`src/rtl/uart_pkg.sv`:
```
// Shared UART definitions: FSM state encoding, parity modes and default frame shape.
// The defaults are shared with the receiver so that both ends agree on the frame format.
package uart_pkg;

  typedef enum logic [2:0] {
    ST_IDLE   = 3'd0,
    ST_WAIT   = 3'd1,
    ST_START  = 3'd2,
    ST_DATA   = 3'd3,
    ST_PARITY = 3'd4,
    ST_STOP   = 3'd5
  } uart_state_t;

  localparam int PARITY_NONE = 0;
  localparam int PARITY_ODD  = 1;
  localparam int PARITY_EVEN = 2;

  localparam int DEFAULT_DATA_BITS = 8;
  localparam int DEFAULT_PARITY    = PARITY_NONE;
  localparam int DEFAULT_STOP_BITS = 1;

endpackage

```
`src/rtl/uart_tx_baud_edge_detect.sv`:
```
// Turns the divider's baud level into a one-cycle pulse on each rising edge.
// The level is treated as data in the system clock domain, never as a clock.
module baud_edge_detect (
  input  logic clock,
  input  logic reset_n,
  input  logic baud_clock,
  output logic tick
);

  logic baud_q;

  // delayed copy of the baud level for edge detection
  always_ff @(posedge clock or negedge reset_n) begin
    if (!reset_n) begin
      baud_q <= 1'b0;
    end else begin
      baud_q <= baud_clock;
    end
  end

  assign tick = baud_clock & ~baud_q;

endmodule

```
`src/rtl/uart_tx.sv`:
```
// UART transmitter: accepts a word over valid/ready and sends start, data (LSB first),
// optional parity and stop bits, one bit per rising edge of the baud level.
module uart_tx
  import uart_pkg::*;
#(
  parameter int DATA_BITS = DEFAULT_DATA_BITS,
  parameter int PARITY    = DEFAULT_PARITY,
  parameter int STOP_BITS = DEFAULT_STOP_BITS
) (
  input  logic                 clock,
  input  logic                 reset_n,
  input  logic                 baud_clock,
  input  logic [DATA_BITS-1:0] tx_data,
  input  logic                 tx_valid,
  output logic                 tx_ready,
  output logic                 tx,
  output logic                 busy,
  output logic                 tx_done
);

  localparam int CW = $clog2(DATA_BITS + 1);

  uart_state_t          state_r;
  logic [DATA_BITS-1:0] shift_r;
  logic [CW-1:0]        count_r;
  logic                 parity_r;
  logic                 tick;

  function automatic logic calc_parity(input logic [DATA_BITS-1:0] data);
    if (PARITY == PARITY_ODD) begin
      calc_parity = ~^data;
    end else begin
      calc_parity = ^data;
    end
  endfunction

  baud_edge_detect u_edge (
    .clock      (clock),
    .reset_n    (reset_n),
    .baud_clock (baud_clock),
    .tick       (tick)
  );

  // frame sequencer; WAIT exists so that a tick coinciding with the accept cannot shorten the start bit
  always_ff @(posedge clock or negedge reset_n) begin
    if (!reset_n) begin
      state_r  <= ST_IDLE;
      shift_r  <= '0;
      count_r  <= '0;
      parity_r <= 1'b0;
      tx       <= 1'b1;
      tx_ready <= 1'b1;
      busy     <= 1'b0;
      tx_done  <= 1'b0;
    end else begin
      tx_done <= 1'b0;
      case (state_r)
        ST_IDLE: begin
          tx       <= 1'b1;
          tx_ready <= 1'b1;
          if (tx_valid) begin
            shift_r  <= tx_data;
            parity_r <= calc_parity(tx_data);
            count_r  <= '0;
            busy     <= 1'b1;
            tx_ready <= 1'b0;
            state_r  <= ST_WAIT;
          end
        end
        ST_WAIT: begin
          if (tick) begin
            tx      <= 1'b0;
            state_r <= ST_START;
          end
        end
        ST_START: begin
          if (tick) begin
            tx      <= shift_r[0];
            shift_r <= {1'b0, shift_r[DATA_BITS-1:1]};
            count_r <= CW'(1);
            state_r <= ST_DATA;
          end
        end
        ST_DATA: begin
          if (tick) begin
            if (count_r < CW'(DATA_BITS)) begin
              tx      <= shift_r[0];
              shift_r <= {1'b0, shift_r[DATA_BITS-1:1]};
              count_r <= count_r + CW'(1);
            end else if (PARITY != PARITY_NONE) begin
              tx      <= parity_r;
              state_r <= ST_PARITY;
            end else begin
              tx      <= 1'b1;
              count_r <= CW'(1);
              state_r <= ST_STOP;
            end
          end
        end
        ST_PARITY: begin
          if (tick) begin
            tx      <= 1'b1;
            count_r <= CW'(1);
            state_r <= ST_STOP;
          end
        end
        ST_STOP: begin
          if (tick) begin
            if (count_r < CW'(STOP_BITS)) begin
              count_r <= count_r + CW'(1);
            end else begin
              busy     <= 1'b0;
              tx_ready <= 1'b1;
              tx_done  <= 1'b1;
              state_r  <= ST_IDLE;
            end
          end
        end
        default: begin
          tx       <= 1'b1;
          tx_ready <= 1'b1;
          busy     <= 1'b0;
          state_r  <= ST_IDLE;
        end
      endcase
    end
  end

endmodule
```
`config.mk`:
```
export PLATFORM = sky130hd
export DESIGN_NAME = uart_tx
export DESIGN_NICKNAME = d
export VERILOG_FILES = /design/src/rtl/uart_pkg.sv /design/src/rtl/uart_tx_baud_edge_detect.sv /design/src/rtl/uart_tx.sv
export SDC_FILE = /design/constraint.sdc
export NUM_CORES = 1
export LEC_CHECK = 0
export BUFFER_PORTS_ARGS = -buffer_cell sky130_fd_sc_hd__buf_2
export CAP_MARGIN = 20
export CORE_UTILIZATION = 50
export DETAILED_ROUTE_END_ITERATION = 7
export HOLD_SLACK_MARGIN = 0.05
export MAX_ROUTING_LAYER = met4
export PLACE_DENSITY = 0.79
export SYNTH_ARGS = -nofsm -noshare
export SYNTH_HDL_FRONTEND = slang
export SYNTH_SLANG_ARGS = --single-unit
```
`constraint.sdc`:
```
create_clock -name clock -period 1.9 [get_ports clock]
set_input_delay 0.095 -clock clock [delete_from_list [all_inputs] [get_ports clock]]
set_output_delay 0.095 -clock clock [all_outputs]
set_load 0.02 [all_outputs]
```
==> flow_results.xml <==
<?xml version="1.0" encoding="UTF-8"?>
<metrics>
  <group name="global_routing">
    <metric name="first_global_vias" unit="">920</metric>
    <metric name="maximum_number_of_pins_on_one_net_before_global_route_repair" unit="">21</metric>
    <metric name="grt_first_pass_wirelength" unit="µm">4260</metric>
    <metric name="overflow" unit="">0</metric>
    <metric name="number_of_antenna_violations_at_the_first_check_in_global_routing" unit="">0</metric>
    <metric name="grt.total_usage" unit="">0.231</metric>
  </group>
  <group name="clock_network">
    <metric name="tritoncts" unit="">yes</metric>
    <metric name="post_cts_buffers" unit="">0</metric>
    <metric name="clock_tree.root_cell" unit="">clkbuf_4</metric>
    <metric name="worstSkewPairLatency" unit="ns">0.31</metric>
    <metric name="postCtsResizedCells" unit="">0</metric>
    <metric name="cts-buffers-inserted" unit="">3</metric>
    <metric name="clock_sink_count" unit="">20</metric>
    <metric name="cts-htree-levels" unit="">1</metric>
    <metric name="clock_tree.buffer_depth" unit="">2</metric>
    <metric name="clk_pin_slew_worst_paths" unit="ns">0.12</metric>
  </group>
  <group name="hold_path">
    <metric name="hold_class" unit="">primary input to flop</metric>
  </group>
  <group name="sta">
    <metric name="post-route-min-period" unit="ns">1.64</metric>
    <metric name="whs" unit="ns">0.130</metric>
    <metric name="final.period_utilization" unit="">0.865</metric>
    <metric name="max_clock_freq" unit="GHz">0.609</metric>
    <metric name="worst_slew_margin_rel" unit="">0.705</metric>
    <metric name="grt_setup_unrepaired" unit="">no</metric>
    <metric name="setup_total_negative_slack" unit="ns">0</metric>
    <metric name="timing.final.setup_violations" unit="">0</metric>
    <metric name="timing_worst_slew_pin_value" unit="ns">0.443</metric>
    <metric name="worst_clock_skew" unit="ns">0.00600</metric>
    <metric name="final-hold-violation-count" unit="">0</metric>
    <metric name="drv_slew" unit="">0</metric>
  </group>
  <group name="synthesis">
    <metric name="ys_top_cells_by_area" unit="">dfrtp_1, mux2_2, dfstp_2</metric>
    <metric name="seq_area_frac_synth" unit="">0.428</metric>
    <metric name="ys_async_rst_share" unit="">1.00</metric>
    <metric name="synth_largest_area_cell" unit="">dfrtp_1</metric>
    <metric name="synth_enable_flop_cells" unit="">0</metric>
    <metric name="synth.ff_latch_count" unit="">20</metric>
    <metric name="syn-num-nets" unit="">128</metric>
    <metric name="yosysUniqueCellTypes" unit="">37</metric>
    <metric name="synth_area_per_inst" unit="µm²">10.4</metric>
    <metric name="synth-warning-count" unit="">0</metric>
    <metric name="yosysMostFrequentCell" unit="">dfrtp_1</metric>
    <metric name="syn-instance-count" unit="">113</metric>
    <metric name="netlist_area" unit="mm²">0.00117</metric>
    <metric name="synth_top_area_share" unit="">0.383</metric>
    <metric name="synth_top_cells_by_count" unit="">dfrtp_1, mux2_2, nand2_1, nor2_1, inv_1</metric>
    <metric name="synth_top_flop_cell" unit="">dfrtp_1</metric>
  </group>
  <group name="floorplan">
    <metric name="boundaryPins" unit="">16</metric>
    <metric name="die-width" unit="µm">50.5</metric>
    <metric name="fp.dieH" unit="µm">50.5</metric>
    <metric name="design.die.area" unit="mm²">0.00255</metric>
    <metric name="core_region_area" unit="mm²">0.00221</metric>
    <metric name="initial_core_util" unit="">0.531</metric>
    <metric name="rows" unit="">17</metric>
  </group>
  <group name="worst_setup_path">
    <metric name="required_time_reported_for_the_critical_path_endpoint" unit="ns">2.11</metric>
    <metric name="setup.reg_to_reg.worst_slack" unit="ns">0.26</metric>
    <metric name="worst-path-buf-inv" unit="">1</metric>
    <metric name="critPathSlowestCell" unit="">dfrtp_1</metric>
    <metric name="worst_path_dominant_cell_family" unit="">simple AND/OR/NAND/NOR gates</metric>
    <metric name="worst-endpoint-arrival" unit="ns">1.86</metric>
    <metric name="worstPathCellList" unit="">inv_1 -&gt; ha_1 -&gt; nor3b_2 -&gt; or2_1 -&gt; and3_1 -&gt; a32o_1</metric>
    <metric name="setup.worst_path.end_class" unit="">flop</metric>
    <metric name="setup.worst_path.start_class" unit="">flop</metric>
    <metric name="worst_path_largest_cell_delay" unit="ns">0.42</metric>
    <metric name="criticalPathCategory" unit="">flop to flop</metric>
    <metric name="crit_path_max_fanout" unit="">5</metric>
  </group>
  <group name="detailed_routing">
    <metric name="antenna_left" unit="">0</metric>
    <metric name="detail_route.wirelength" unit="µm">2320</metric>
    <metric name="post-route-drc-count" unit="">0</metric>
    <metric name="detailroute.via_count" unit="">941</metric>
    <metric name="detail_route.wl_per_cell" unit="µm">14.2</metric>
    <metric name="detail_route.iter0.violations" unit="">26</metric>
    <metric name="drt_pre_antenna_iters" unit="">4</metric>
    <metric name="via_per_inst" unit="">5.77</metric>
  </group>
  <group name="place">
    <metric name="dp.final_hpwl" unit="µm">1700</metric>
    <metric name="count_of_input_and_output_buffers" unit="">15</metric>
    <metric name="gp_congestion" unit="">0.880</metric>
  </group>
  <group name="finish">
    <metric name="fin_nets" unit="">151</metric>
    <metric name="multi_input_area" unit="µm²">621</metric>
    <metric name="layout.area.seq" unit="µm²">503</metric>
    <metric name="post_route_cells_drive_above_1_share" unit="">0.326</metric>
    <metric name="antenna-diode-count" unit="">0</metric>
    <metric name="filler_cell_count" unit="">196</metric>
    <metric name="area_growth" unit="%">17.1</metric>
    <metric name="utilization" unit="">0.622</metric>
  </group>
  <group name="power">
    <metric name="leakage" unit="µW">0.000644</metric>
    <metric name="power_per_cell_area" unit="mW/mm²">1080</metric>
    <metric name="max-vdd-ir-drop" unit="mV">0.705</metric>
  </group>
  <group name="run">
    <metric name="cap_viol_max_count" unit="">0</metric>
  </group>
  <group name="status">
    <metric name="run_status" unit="">completed</metric>
  </group>
</metrics>
routing by layer:
metal / GRT usage / routed length [µm] / up-vias
li1: - / - / 455
met1: 0.307 / 1050 / 456
met2: 0.331 / 1100 / 25
met3: 0.0727 / 141 / 5
met4: 0.0833 / 23 / 0
met5: - / 0 / -
flip-flops by register name, summed over array words and instances (netlist names):
name           count
busy               1
count_r            4
shift_r            8
state_r            3
tx                 1
tx_done            1
tx_ready           1
u_edge.baud_q      1
cell usage in the layout, fill, tap and decap left out, types with 4 or more instances in the layout:
cell type / Yosys / layout
nor2b_1: 5 / 5
buf_2: 2 / 15
inv_1: 6 / 6
a21oi_1: 5 / 5
nand2b_1: 4 / 4
dfrtp_1: 18 / 18
mux2_2: 14 / 14
nor2_1: 8 / 8
buf_4: 2 / 5
nand2_1: 8 / 8
logic make-up (layout without fill, tap and decap cells):
kind of cell,after synthesis,after routing,synth area share
flops,20,20,0.428
fa+ha+maj,3,3,0.0320
compound gates,26,26,0.173
mux,14,14,0.134
buf+inv,11,33,0.0437
simple gates,39,39,0.190
cell type report:
type | count | share of cell area
clock buffers | 3 | 0.0164
clock inverters | 1 | 0.0218
inverters | 6 | 0.0164
multi-input cells | 82 | 0.451
flip-flops and latches | 20 | 0.365
well taps | 28 | 0.0255
repair buffers | 23 | 0.104
stage by stage:
step	total power [µW]	setup slack, ns	cell area [µm²]	cells
after CTS	1500	0.269	1380	163
after detailed placement	1140	0.287	1290	156
after floorplan	1020	0.386	1170	113
final	1490	0.257	1380	163
after global routing	1610	0.145	1380	163
after global placement	1120	0.340	1290	156
report_power, final:
part	leakage, µW	internal [µW]	total (µW)	switching (µW)
Sequential	0.000250	551	637	86.2
Combinational	0.000366	267	502	235
Clock	0.0000279	213	353	140
Total	0.000644	1030	1490	461
worst paths after layout:
path / startpoint / to / depth (start not counted)
max in group asynchronous: reset_n / tx$_DFFE_PN1P_ / 2
min in group asynchronous: reset_n / count_r[3]$_DFFE_PN0P_ / 2
worst max register to register: count_r[0]$_DFFE_PN0P_ / count_r[3]$_DFFE_PN0P_ / 6
worst min register to register: shift_r[3]$_DFFE_PN0P_ / shift_r[3]$_DFFE_PN0P_ / 1
worst max-delay path: count_r[0]$_DFFE_PN0P_ / count_r[3]$_DFFE_PN0P_ / 6
worst min-delay path: tx_data[3] / shift_r[3]$_DFFE_PN0P_ / 3
tightest hold or removal path, cell delays in order:
cell,delay (ns)
buf_2,0.07
mux2_2,0.12
mux2_2,0.13
timing repair:
item                       4_1_cts  5_1_grt
setup endpoints to repair        0        0
hold buffers                     3        0
hold endpoints to repair        22        0
Power figures use the tool's default switching activity.
